[src/rtl/gon_glb_writer_if.sv]
// GON stream input and GLB write port bundle for gon_glb_writer.
// slave is the writer's view; master is the environment driving GON and the GLB ready.
interface gon_glb_writer_if #(
    parameter int unsigned DATA_BITS = 32,
    parameter int unsigned ADDR_BITS = 12
);
    logic                 GON_valid;
    logic                 GON_ready;
    logic [DATA_BITS-1:0] GON_data;
    logic                 glb_we;
    logic                 glb_ready;
    logic [ADDR_BITS-1:0] glb_addr;
    logic [DATA_BITS-1:0] glb_wdata;

    modport slave (
        input  GON_valid, GON_data, glb_ready,
        output GON_ready, glb_we, glb_addr, glb_wdata
    );

    modport master (
        output GON_valid, GON_data, glb_ready,
        input  GON_ready, glb_we, glb_addr, glb_wdata
    );
endinterface

[src/rtl/gon_glb_writer.sv]
// Buffers a GON word stream through a small FIFO and writes it to consecutive GLB addresses.
// Optional macro GON_WR_RELU_EN clamps negative words to zero at the GLB write port.
module gon_glb_writer #(
    parameter int unsigned DATA_BITS  = 32,
    parameter int unsigned ADDR_BITS  = 12,
    parameter int unsigned FIFO_DEPTH = 4
) (
    input  logic                 clk,
    input  logic                 rst,
    input  logic                 start,
    input  logic [ADDR_BITS-1:0] base_addr,
    input  logic [15:0]          num_words,
    gon_glb_writer_if.slave      bus,
    output logic                 busy,
    output logic                 done
);
    localparam int unsigned PTR_W = $clog2(FIFO_DEPTH);
    localparam int unsigned OCC_W = PTR_W + 1;
    localparam int unsigned LEN_W = 16;

    typedef enum logic [1:0] {IDLE, RUN, DRAIN, DONE} state_t;

    state_t               state_q, state_d;
    logic [ADDR_BITS-1:0] base_q;
    logic [LEN_W-1:0]     num_q, acc_cnt, wr_cnt, acc_nxt, wr_nxt;
    logic [DATA_BITS-1:0] mem [FIFO_DEPTH];
    logic [PTR_W-1:0]     wr_ptr, rd_ptr;
    logic [OCC_W-1:0]     occ;
    logic                 fifo_full, fifo_empty, active, start_acc;
    logic                 gon_ready_c, glb_we_c, push, pop;
    logic [DATA_BITS-1:0] head, wdata_c;

    assign fifo_full   = (occ == OCC_W'(FIFO_DEPTH));
    assign fifo_empty  = (occ == '0);
    assign active      = (state_q == RUN) || (state_q == DRAIN);
    assign start_acc   = (state_q == IDLE) && start;

    // GON_ready is a pure decode of registered state, never of GON_valid
    assign gon_ready_c = (state_q == RUN) && !fifo_full && (acc_cnt < num_q);
    assign glb_we_c    = active && !fifo_empty;
    assign push        = bus.GON_valid && gon_ready_c;
    assign pop         = glb_we_c && bus.glb_ready;
    assign acc_nxt     = acc_cnt + LEN_W'(push);
    assign wr_nxt      = wr_cnt + LEN_W'(pop);

    always_ff @(posedge clk or negedge rst) begin
        if (!rst) state_q <= IDLE;
        else      state_q <= state_d;
    end

    // Transitions look at next-cycle counts so done follows the last write by one cycle
    always_comb begin
        state_d = state_q;
        case (state_q)
            IDLE:    if (start) state_d = (num_words == '0) ? DONE : RUN;
            RUN:     if (acc_nxt == num_q) state_d = DRAIN;
            DRAIN:   if (wr_nxt == num_q) state_d = DONE;
            DONE:    state_d = IDLE;
            default: state_d = IDLE;
        endcase
    end

    always_ff @(posedge clk or negedge rst) begin
        if (!rst) begin
            base_q  <= '0;
            num_q   <= '0;
            acc_cnt <= '0;
            wr_cnt  <= '0;
            wr_ptr  <= '0;
            rd_ptr  <= '0;
            occ     <= '0;
        end else begin
            if (start_acc) begin
                base_q  <= base_addr;
                num_q   <= num_words;
                acc_cnt <= '0;
                wr_cnt  <= '0;
            end else begin
                acc_cnt <= acc_nxt;
                wr_cnt  <= wr_nxt;
            end
            if (push) wr_ptr <= wr_ptr + PTR_W'(1);
            if (pop)  rd_ptr <= rd_ptr + PTR_W'(1);
            case ({push, pop})
                2'b10:   occ <= occ + OCC_W'(1);
                2'b01:   occ <= occ - OCC_W'(1);
                default: occ <= occ;
            endcase
        end
    end

    // Storage needs no reset: entries are only observable once written
    always_ff @(posedge clk) begin
        if (push) mem[wr_ptr] <= bus.GON_data;
    end

    assign head = mem[rd_ptr];

`ifdef GON_WR_RELU_EN
    assign wdata_c = head[DATA_BITS-1] ? '0 : head;
`else
    assign wdata_c = head;
`endif

    assign bus.GON_ready = gon_ready_c;
    assign bus.glb_we    = glb_we_c;
    assign bus.glb_addr  = base_q + ADDR_BITS'(wr_cnt);
    assign bus.glb_wdata = glb_we_c ? wdata_c : '0;
    assign busy          = active;
    assign done          = (state_q == DONE);
endmodule

[src/flat_wrapper.sv]
// flat-port wrapper written by rule: the top's interface ports become plain ports
module gon_glb_writer_flat 
#(
    parameter int unsigned DATA_BITS  = 32,
    parameter int unsigned ADDR_BITS  = 12,
    parameter int unsigned FIFO_DEPTH = 4
)
  (clk, rst, start, base_addr, num_words, busy, done, bus_GON_valid, bus_GON_data, bus_glb_ready, bus_GON_ready, bus_glb_we, bus_glb_addr, bus_glb_wdata);
  gon_glb_writer_if #(.DATA_BITS(DATA_BITS), .ADDR_BITS(ADDR_BITS)) bus_i ();
  input  logic clk;
  input  logic rst;
  input  logic start;
  input  logic [ADDR_BITS-1:0] base_addr;
  input  logic [15:0] num_words;
  output logic busy;
  output logic done;
  input wire logic [$bits(bus_i.GON_valid)-1:0] bus_GON_valid;
  input wire logic [$bits(bus_i.GON_data)-1:0] bus_GON_data;
  input wire logic [$bits(bus_i.glb_ready)-1:0] bus_glb_ready;
  output wire logic [$bits(bus_i.GON_ready)-1:0] bus_GON_ready;
  output wire logic [$bits(bus_i.glb_we)-1:0] bus_glb_we;
  output wire logic [$bits(bus_i.glb_addr)-1:0] bus_glb_addr;
  output wire logic [$bits(bus_i.glb_wdata)-1:0] bus_glb_wdata;
  assign bus_i.GON_valid = bus_GON_valid;
  assign bus_i.GON_data = bus_GON_data;
  assign bus_i.glb_ready = bus_glb_ready;
  assign bus_GON_ready = bus_i.GON_ready;
  assign bus_glb_we = bus_i.glb_we;
  assign bus_glb_addr = bus_i.glb_addr;
  assign bus_glb_wdata = bus_i.glb_wdata;
  gon_glb_writer #(.DATA_BITS(DATA_BITS), .ADDR_BITS(ADDR_BITS), .FIFO_DEPTH(FIFO_DEPTH)) u_core (.clk(clk), .rst(rst), .start(start), .base_addr(base_addr), .num_words(num_words), .bus(bus_i), .busy(busy), .done(done));
endmodule
[config.mk]
export PLATFORM = sky130hd
export DESIGN_NAME = gon_glb_writer_flat
export DESIGN_NICKNAME = d
export VERILOG_FILES = /design/src/rtl/gon_glb_writer_if.sv /design/src/rtl/gon_glb_writer.sv /design/src/flat_wrapper.sv
export SDC_FILE = /design/constraint.sdc
export NUM_CORES = 1
export LEC_CHECK = 0
export ABC_AREA = 1
export ABC_CLOCK_PERIOD_IN_PS = 3850
export CAP_MARGIN = 20
export CORE_MARGIN = 3
export CORE_UTILIZATION = 56
export CTS_BUF_LIST = sky130_fd_sc_hd__clkbuf_2 sky130_fd_sc_hd__clkbuf_4 sky130_fd_sc_hd__clkbuf_8
export CTS_CLUSTER_SIZE = 10
export DETAILED_ROUTE_END_ITERATION = 8
export MAX_ROUTING_LAYER = met4
export PLACE_DENSITY = 0.79
export SYNTH_ARGS = -nofsm -noshare
export SYNTH_HDL_FRONTEND = slang
export SYNTH_SLANG_ARGS = --single-unit
[constraint.sdc]
create_clock -name clk -period 3.85 [get_ports clk]
set_clock_uncertainty 0.15 [all_clocks]
set_input_delay 0.9625 -clock clk [delete_from_list [all_inputs] [get_ports clk]]
set_output_delay 0.9625 -clock clk [all_outputs]
set_load 0.01 [all_outputs]
Word level (Yosys, flattened, before mapping)
Memories as Yosys holds them, arrays and structs flattened.
Cells that the tools add are included.
- add/subtract/negate cells: 7
- order comparisons: 1
- equal/unequal tests: 11
- mux-type cells: 11
- reductions and logical operators: 14
- operators by type and width (kind ; count):
    $add A16 B1 Y16 ; 2
    $eq A16 B16 Y1 ; 2
    $mux W16 ; 2
    $mux W32 ; 1
    $logic_not A16 Y1 ; 1
    $lt A16 B16 Y1 ; 1
    $add A12 B12 Y12 ; 1
    $mux W2 ; 4
    $pmux W2 S4 ; 1
    $eq A2 B2 Y1 const B ; 3
    $logic_and A1 B1 Y1 ; 6
    $ne A2 B2 Y1 const B ; 3
    $pmux W3 S2 ; 1
    $add A2 B1 Y2 const B ; 2
    $eq A2 B1 Y1 const B ; 2
    $add A3 B1 Y3 const B ; 1
    $eq A3 B3 Y1 const B ; 1
    $logic_not A3 Y1 ; 1
    $reduce_and A3 Y1 ; 1
    $sub A3 B1 Y3 const B ; 1
    $logic_not A1 Y1 ; 2
    $logic_not A2 Y1 ; 1
    $mux W1 ; 2
    $reduce_bool A2 Y1 ; 1
    $logic_or A1 B1 Y1 ; 1
- bits in registers: 69
- memory bits (writable): 128
- bits of input ports: 65
- output and inout bits: 48
- logic and storage cells: 53
- memories: 1
- memory list (memory ; words ; bits a word ; read ports ; clocked after memory_dff ; wr ports ; RTL line ; RTL):
    u_core.mem ; 4 ; 32 ; 1 ; 0 ; 1 ; gon_glb_writer.sv:26 ; logic [DATA_BITS-1:0] mem [FIFO_DEPTH];

Logic depth before layout (Yosys ltp)
Gate-level depths: netlist of run 1.
- word-level depth: 9
- mapped depth: 30
- mapped depth without buffers: 30

Least setup slack after synthesis of run 1
Ideal clock, no wire load.
- kind: reg-to-reg
- from: register u_core.acc_cnt[1]
- to: memory u_core.mem[0][0] (enable)
- library setup time: 0.421 ns
- arrival: 2.865 ns
- required time: 3.279 ns
- path slack: 0.413 ns
- cell stages (with the launch flop): 13
- path buffers: 0
- period minus slack after synthesis: 3.437 ns
- cell sequence: dfrtp_1 ha_1 o21ai_0 nand2_1 nand3_1 nand2_1 nand3_1 a21oi_1 o21ai_0 nand2_1 inv_1 nand2_1 nor2_1
- longest elaborated chain between the ends: 5
- ends and longest elaborated chain (what ; RTL line ; RTL):
    start: declaration ; gon_glb_writer.sv:25 ; logic [LEN_W-1:0] num_q, acc_cnt, wr_cnt, acc_nxt, wr_nxt;
    start signal: assignment ; gon_glb_writer.sv:79 ; acc_cnt <= acc_nxt;
    $lt A16 B16 Y1 ; gon_glb_writer.sv:39 ; assign gon_ready_c = (state_q == RUN) && !fifo_full && (acc_cnt < num_q);
    $logic_and A1 B1 Y1 ; gon_glb_writer.sv:39 ;
    via bus_GON_ready ; flat_wrapper.sv:20 ; output wire logic [$bits(bus_i.GON_ready)-1:0] bus_GON_ready;
    $logic_and A1 B1 Y1 ; gon_glb_writer.sv:41 ; assign push = bus.GON_valid && gon_ready_c;
    $mux W1 ; gon_glb_writer.sv:94 ; if (push) mem[wr_ptr] <= bus.GON_data;
    $mux W1 (not written as such) ; gon_glb_writer.sv:94 ;
    end: declaration ; gon_glb_writer.sv:26 ;
The timed path passes the listed nets, and every way through them passes these cells.

Worst setup path after layout of run 1
- from: register u_core.wr_cnt[2]
- to: output port bus_glb_addr[9]
- longest elaborated chain between the ends: 1
- ends and longest elaborated chain (what ; RTL line ; RTL):
    start: declaration ; gon_glb_writer.sv:25 ;
    start signal: assignment ; gon_glb_writer.sv:80 ; wr_cnt <= wr_nxt;
    $add A12 B12 Y12 ; gon_glb_writer.sv:107 ; assign bus.glb_addr = base_q + ADDR_BITS'(wr_cnt);
    end: declaration ; flat_wrapper.sv:22 ; output wire logic [$bits(bus_i.glb_addr)-1:0] bus_glb_addr;
No other way between the ends.

==> reports/metrics.yaml, run 1 <==
place:
  place_congestion: 0.971
  post_dp_cell_area_sq_mm: 0.0113
  port_buffers: 112
  hpwl_um: 16200
setup_path:
  cp_max_fo: 5
  r2r_cells: 22
  required_ps: 2740
  crit_path_start_kind: "register"
  cp-end-kind: "output pin"
  arrival_ps: 2670
  critPathKind: "register to output pin"
drt:
  drt_wl_total_um: 23800
  wl_met1_um: 10200
  wl_met2_um: 11600
  viasPerCell: 5.49
  drc_errors: 0
  top_layer: "met4"
  wl_met3_um: 1480
  dr.first_iter.drc_count: 733
  wl_per_cell_um: 16.7
  drtPass1Iterations: 5
  route.antenna.remaining_nets: 0
  vias: 7818
global_routing:
  antenna_found_initial: 0
  overflow: 0
  track_usage: 0.251
  grt_max_degree: 63
  grt_pass1_wl_um: 37200
  first_global_vias: 7475
clocking:
  clkSlewWorstSetupHoldPaths_ps: 100
  root_buffer: "clkbuf_8"
  cts_made_buffers: 17
  clock_path_buffers: 2
  htree_levels: 4
  clock-sinks: 197
  cts_tree: "yes"
  ctsHoldBuffers: 0
  insertion_delay_ps: 480
final_layout:
  n_antenna_cell: 0
  design_area_sq_mm: 0.0119
  drive_gt1_frac: 0.0996
  nets: 1299
  syn2layout_area_growth_pct: 21.0
power_and_ir_drop:
  clock_power_share: 0.206
  power.leakage_nw: 5.09
  p_comb_frac: 0.403
  vdd_drop_max_mv: 0.338
  switching_power_mw: 2.20
  seqPwrFrac: 0.392
  p_sw_frac: 0.361
  powerDensity_mw_per_mm2: 513
  p_int_mw: 3.90
yosys:
  syn_area_per_cell_sq_um: 9.28
  seq_area_frac_synth: 0.567
  yosysWarningCount: 0
  synth_area_sq_mm: 0.00983
  yosysTopAreaCell: "edfxtp_1"
  syn_nets: 1166
  ys_ff_latch: 197
  synth.top_cell.area_share: 0.391
  netlist_instances: 1059
  yosysUniqueCellTypes: 37
  synth_top_cells_by_area: "edfxtp_1, dfrtp_1, nand2_1"
sta:
  slew_violations: 0
  max_freq_mhz: 265
  slew-limit-headroom: 0.471
  finalHoldViolations: 0
  fin_crit_ps: 3780
  worstMarginPinSlew_ps: 794
  period_share: 0.981
  setup_viol: 0
  fin_worst_hold_slack_ps: 340
floorplanning:
  die_x_um: 138
  ios: 113
  initial_utilization: 0.582
  dieArea_sq_mm: 0.0192
  rows: 47
  coreArea_sq_mm: 0.0169
  die_y_um: 138
min_path:
  hp-class: "register to register"
  whs_path_depth: 1
run:
  maxCapViolCount: 0
status:
  outcome: "finished clean"
-- critical path, cell delays in order, from the launching register on --
cell and delay [ps]:
dfrtp_2 470, ha_4 310, nand3_1 80, and2_4 180, nor3_1 150, nor2_1 100, o21ai_2 160, xor2_1 170
clkdlybuf4s50_1 560
-- sequential cells by signal, summed over array words and instances (netlist names) --
name,count
u_core.wr_ptr,2
u_core.wr_cnt,16
u_core.base_q,12
u_core.occ,3
u_core.state_q,2
u_core.mem,128
u_core.rd_ptr,2
u_core.acc_cnt,16
u_core.num_q,16
-- cells in the mapped netlist (all sizes together) --
master,n
ha,40
o21bai,3
edfxtp,128
nor3,8
a31oi,2
and2,1
nor2,201
o21ai,98
inv,86
xnor2,9
clkbuf,28
nor4,4
o21a,1
a21oi,61
a21o,1
nand4,11
buf,6
fa,2
xnor3,2
nand3,62
or2,2
nand2,216
xor2,17
and3,1
dfrtp,69
-- cells in the final DEF (no fill, tap or decap), types with 4 or more instances in the layout --
cell and instances:
a21oi_1 54, a21oi_2 7, buf_4 34, clkbuf_8 17
clkdlybuf4s50_1 92, dfrtp_1 66, dlymetal6s2s_1 15, edfxtp_1 128
ha_1 36, ha_4 4, inv_1 83, inv_6 5
inv_8 5, nand2_1 209, nand2_2 6, nand3_1 60
nand4_1 11, nor2_1 187, nor2_2 11, nor3_1 6
o21ai_0 92, xnor2_1 9, xor2_1 17
-- path summary, 6_finish.rpt --
kind	slack (ps)	end	from
max	70	bus_glb_addr[9]	u_core.wr_cnt[2]
min	340	u_core.occ[0]	u_core.occ[0]
max reg2reg	300	u_core.state_q[0]	u_core.num_q[15]
min reg2reg	340	u_core.occ[0]	u_core.occ[0]
max in group asynchronous	2340	u_core.wr_cnt[2]	rst
min in group asynchronous	400	u_core.acc_cnt[13]	rst
-- per-stage QoR --
stage,setup slack [ps],std cells,total power [mW],TNS (ps),utilization
floorplan,413,1059,3.69,0,-
global placement,194,1385,4.76,0,0.670
detailed placement,155,1385,4.81,0,0.670
CTS,7.61,1418,6.09,0,0.695
global route,-37.5,1425,6.44,-130,0.705
finish,71.9,1425,6.10,0,0.705
-- routing by layer --
layer	vias up	GRT usage
met3	41	0.0528
met1	3719	0.323
met5	-	-
li1	3799	-
met2	259	0.402
met4	0	0.0816
-- power by group through the flow --
stage	clock network [mW]	logic, mW	registers (mW)
after global placement	0	2.33	2.43
after detailed placement	0	2.38	2.43
after global routing	1.37	2.68	2.40
final	1.26	2.46	2.39
after floorplan	0	1.28	2.41
after CTS	1.28	2.42	2.39
-- cell type report --
cell class,instances,area (sq um)
sequential,197,5570
fill,1254,4980
multi-input combinational,742,3920
timing repair buffer,148,1440
inverter,86,323
tap,220,275
clock buffer,17,234
clock inverter,15,130
-- timing repair --
| item | 4_1_cts | 5_1_grt |
|---|---|---|
| setup endpoints to repair | 33 | 40 |
| pin swaps | 1 | 2 |
| resized for setup | 15 | 34 |
| setup buffers | 1 | 7 |
-- kinds of logic (layout without fill, tap and decap cells) --
group                    count (synthesis)  in the layout  share of synthesized area
AO/OA/AOI/OAI                          166            166                     0.0865
flip-flops                             197            197                      0.567
XOR/XNOR                                28             28                     0.0278
AND/OR/NAND/NOR                        506            506                      0.217
buffers and inverters                  120            266                     0.0466
adder cells (fa/ha/maj)                 42             42                     0.0550
Note: power is estimated with default switching activity, not from simulation.
==> run 2, diff against run 1 <==
--- a/config.mk
+++ b/config.mk
@@ -8,13 +8,16 @@
 export ABC_AREA = 1
 export ABC_CLOCK_PERIOD_IN_PS = 3850
 export CAP_MARGIN = 20
+export CELL_PAD_IN_SITES_DETAIL_PLACEMENT = 0
+export CELL_PAD_IN_SITES_GLOBAL_PLACEMENT = 1
 export CORE_MARGIN = 3
-export CORE_UTILIZATION = 56
+export CORE_UTILIZATION = 45
 export CTS_BUF_LIST = sky130_fd_sc_hd__clkbuf_2 sky130_fd_sc_hd__clkbuf_4 sky130_fd_sc_hd__clkbuf_8
 export CTS_CLUSTER_SIZE = 10
 export DETAILED_ROUTE_END_ITERATION = 8
+export GPL_ROUTABILITY_DRIVEN = 1
 export MAX_ROUTING_LAYER = met4
-export PLACE_DENSITY = 0.79
+export PLACE_DENSITY = 0.82
 export SYNTH_ARGS = -nofsm -noshare
 export SYNTH_HDL_FRONTEND = slang
 export SYNTH_SLANG_ARGS = --single-unit
==> run 2 against run 1 <==
  * Sequential share of layout area shrank 0.56 points
  * Core utilization is 14 points lower
  * Critical path depth did not move
  * Flip-flop and latch count unchanged
  * Fmax increased by 1.6%
  * Register-to-register slack about the same
  * First-iteration DRC count down 29%
  * Global-route usage fell by 4.8 points
  * Combinational power fell by 4%
  * Routed wire length shrank 1.2%
  * Hold slack lost 17 ps
  * Power rose by 2.1%
  * Critical path type unchanged
  * Largest power group is now sequential cells
==> reports/metrics.yaml, run 2 (synthesized netlist as in run 1, its figures left out) <==
setup_path:
  cp-end-kind: "output pin"
  timing.rr.end: "u_core.state_q[1]"
  critPathKind: "register to output pin"
  crit-reg2reg-launch: "u_core.num_q[12]"
  cp_max_fo: 13  # +8
  required_ps: 2740  # about the same
  crit_path_start_kind: "register"
  r2r_cells: 23  # +4.5%
  arrival_ps: 2600  # -70 ps
  regToRegSetupSlack_ps: 310  # about the same
sta:
  setup_viol: 0  # unchanged
  rsz0062_at_grt: "true"
  max_freq_mhz: 269  # +1.6%
  worst_slack_ps: 133  # +60.7 ps
  period_share: 0.966  # -0.0158
  fin_crit_ps: 3720  # -60.7 ps
  slew_violations: 0  # unchanged
  setup-tns-final_ps: 0  # unchanged
  fin_worst_hold_slack_ps: 323  # -17.2 ps
  finalHoldViolations: 0  # unchanged
  slew-limit-headroom: 0.485  # +0.0144
  worstMarginPinSlew_ps: 771  # -22.5 ps
global_routing:
  antenna_found_initial: 0  # unchanged
  grt_max_degree: 70  # +11%
  track_usage: 0.203  # -0.0480
  overflow: 0  # unchanged
  grt_pass1_wl_um: 36800  # -1.2%
  first_global_vias: 7107  # -4.9%
drt:
  drc_errors: 0  # unchanged
  wl_per_cell_um: 15.9  # -5.1%
  drt_wl_total_um: 23500  # -1.2%
  vias: 7490  # -4.2%
  viasPerCell: 5.05  # -8.0%
  dr.first_iter.drc_count: 517  # -29%
  drtPass1Iterations: 5  # unchanged
  route.antenna.remaining_nets: 0  # unchanged
power_and_ir_drop:
  powerDensity_mw_per_mm2: 517  # +0.81%
  power.leakage_nw: 5.14  # +1.0%
  power_mw: 6.23  # +2.1%
  vdd_drop_max_mv: 0.253  # -25%
final_layout:
  nets: 1303  # +0.31%
  finalNonFillerCells: 1484  # +4.1%
  final_common_cell: "nand2_1"
  largest_reg_flops: 128  # unchanged
  syn2layout_area_growth_pct: 22.6
  drive_gt1_frac: 0.0976  # -0.00198
  regMostFlops: "u_core.mem"
  fin_util: 0.568  # -0.137
  layout_common_cells: "nand2_1, nor2_1, edfxtp_1"
  n_antenna_cell: 0  # unchanged
  design_area_sq_mm: 0.0120  # +1.3%
clocking:
  insertion_delay_ps: 470  # about the same
  clkSlewWorstSetupHoldPaths_ps: 120  # +20 ps
  root_buffer: "clkbuf_8"
  cts_made_buffers: 17  # unchanged
  clock_path_buffers: 2  # unchanged
  ctsHoldBuffers: 0  # unchanged
  clock-sinks: 197  # unchanged
  htree_levels: 4  # unchanged
  cts_tree: "yes"
floorplanning:
  ios: 113  # unchanged
  die_y_um: 154  # +11%
  rows: 53  # +13%
  coreArea_sq_mm: 0.0212  # +26%
  dieArea_sq_mm: 0.0236  # +23%
  initial_utilization: 0.463  # -0.119
  die_x_um: 154  # +11%
min_path:
  hp-class: "primary input to asynchronous set/reset pin"
place:
  port_buffers: 112  # unchanged
  hpwl_um: 16400  # +1.3%
  place_congestion: 0.847  # -13%
  dp_cells: 1447  # +4.5%
  post_dp_cell_area_sq_mm: 0.0115  # +1.3%
  place_ws_ps: 130  # -24.8 ps
status:
  outcome: "finished clean"
run:
  maxCapViolCount: 0  # unchanged
[run 2: cell count changes in the layout (fill, tap and decap cells not counted), moves of 3 or more]
cell	previous run	this run
clkinv_8	0	7
a21oi_1	54	59
a21oi_2	7	2
ha_4	4	1
[run 2: how the worst max path moves through the flow]
stage | from | end | cells past startpoint
floorplan | u_core.acc_cnt[1] | u_core.mem[0][0] | 12
global placement | u_core.wr_cnt[0] | bus_glb_addr[10] | 13
detailed placement | u_core.base_q[0] | bus_glb_addr[10] | 13
CTS | u_core.base_q[0] | bus_glb_addr[10] | 13
global route | u_core.wr_cnt[0] | bus_glb_addr[10] | 13
finish | u_core.state_q[1] | bus_glb_wdata[20] | 8
[run 2: final cells by class]
class                      instances  area [sq um]
clock buffer                      17           234
clock inverter                    15           220
fill                            1868          9180
inverter                          86           323
multi-input combinational        742          3860
sequential                       197          5580
tap                              275           344
timing repair buffer             152          1480
[run 2: routing by layer]
layer / GRT usage / vias to the layer above / share of wire
li1: - / 3811 / -
met1: 0.257 / 3481 / 0.43
met2: 0.344 / 183 / 0.51
met3: 0.0360 / 15 / 0.047
met4: 0.0463 / 0 / 0.011
met5: - / - / 0
[run 2: repair_timing]
action,4_1_cts,5_1_grt
pin swaps,1,1
endpoints found under the setup margin,37,29
resized for setup,15,30
setup buffers,2,3
[run 2: report_power, final]
part	total, mW	internal, mW	switching (mW)
combinational	2.37	1.09	1.29
sequential	2.43	2.32	0.105
clock	1.43	0.576	0.858
[run 2: worst max-delay path: stages (launching register included)]
cell	delay, ps
dfrtp_1	380
inv_1	80
ha_1	300
inv_1	120
a31oi_4	210
inv_2	110
buf_4	210
a21oi_1	130
clkdlybuf4s50_1	590
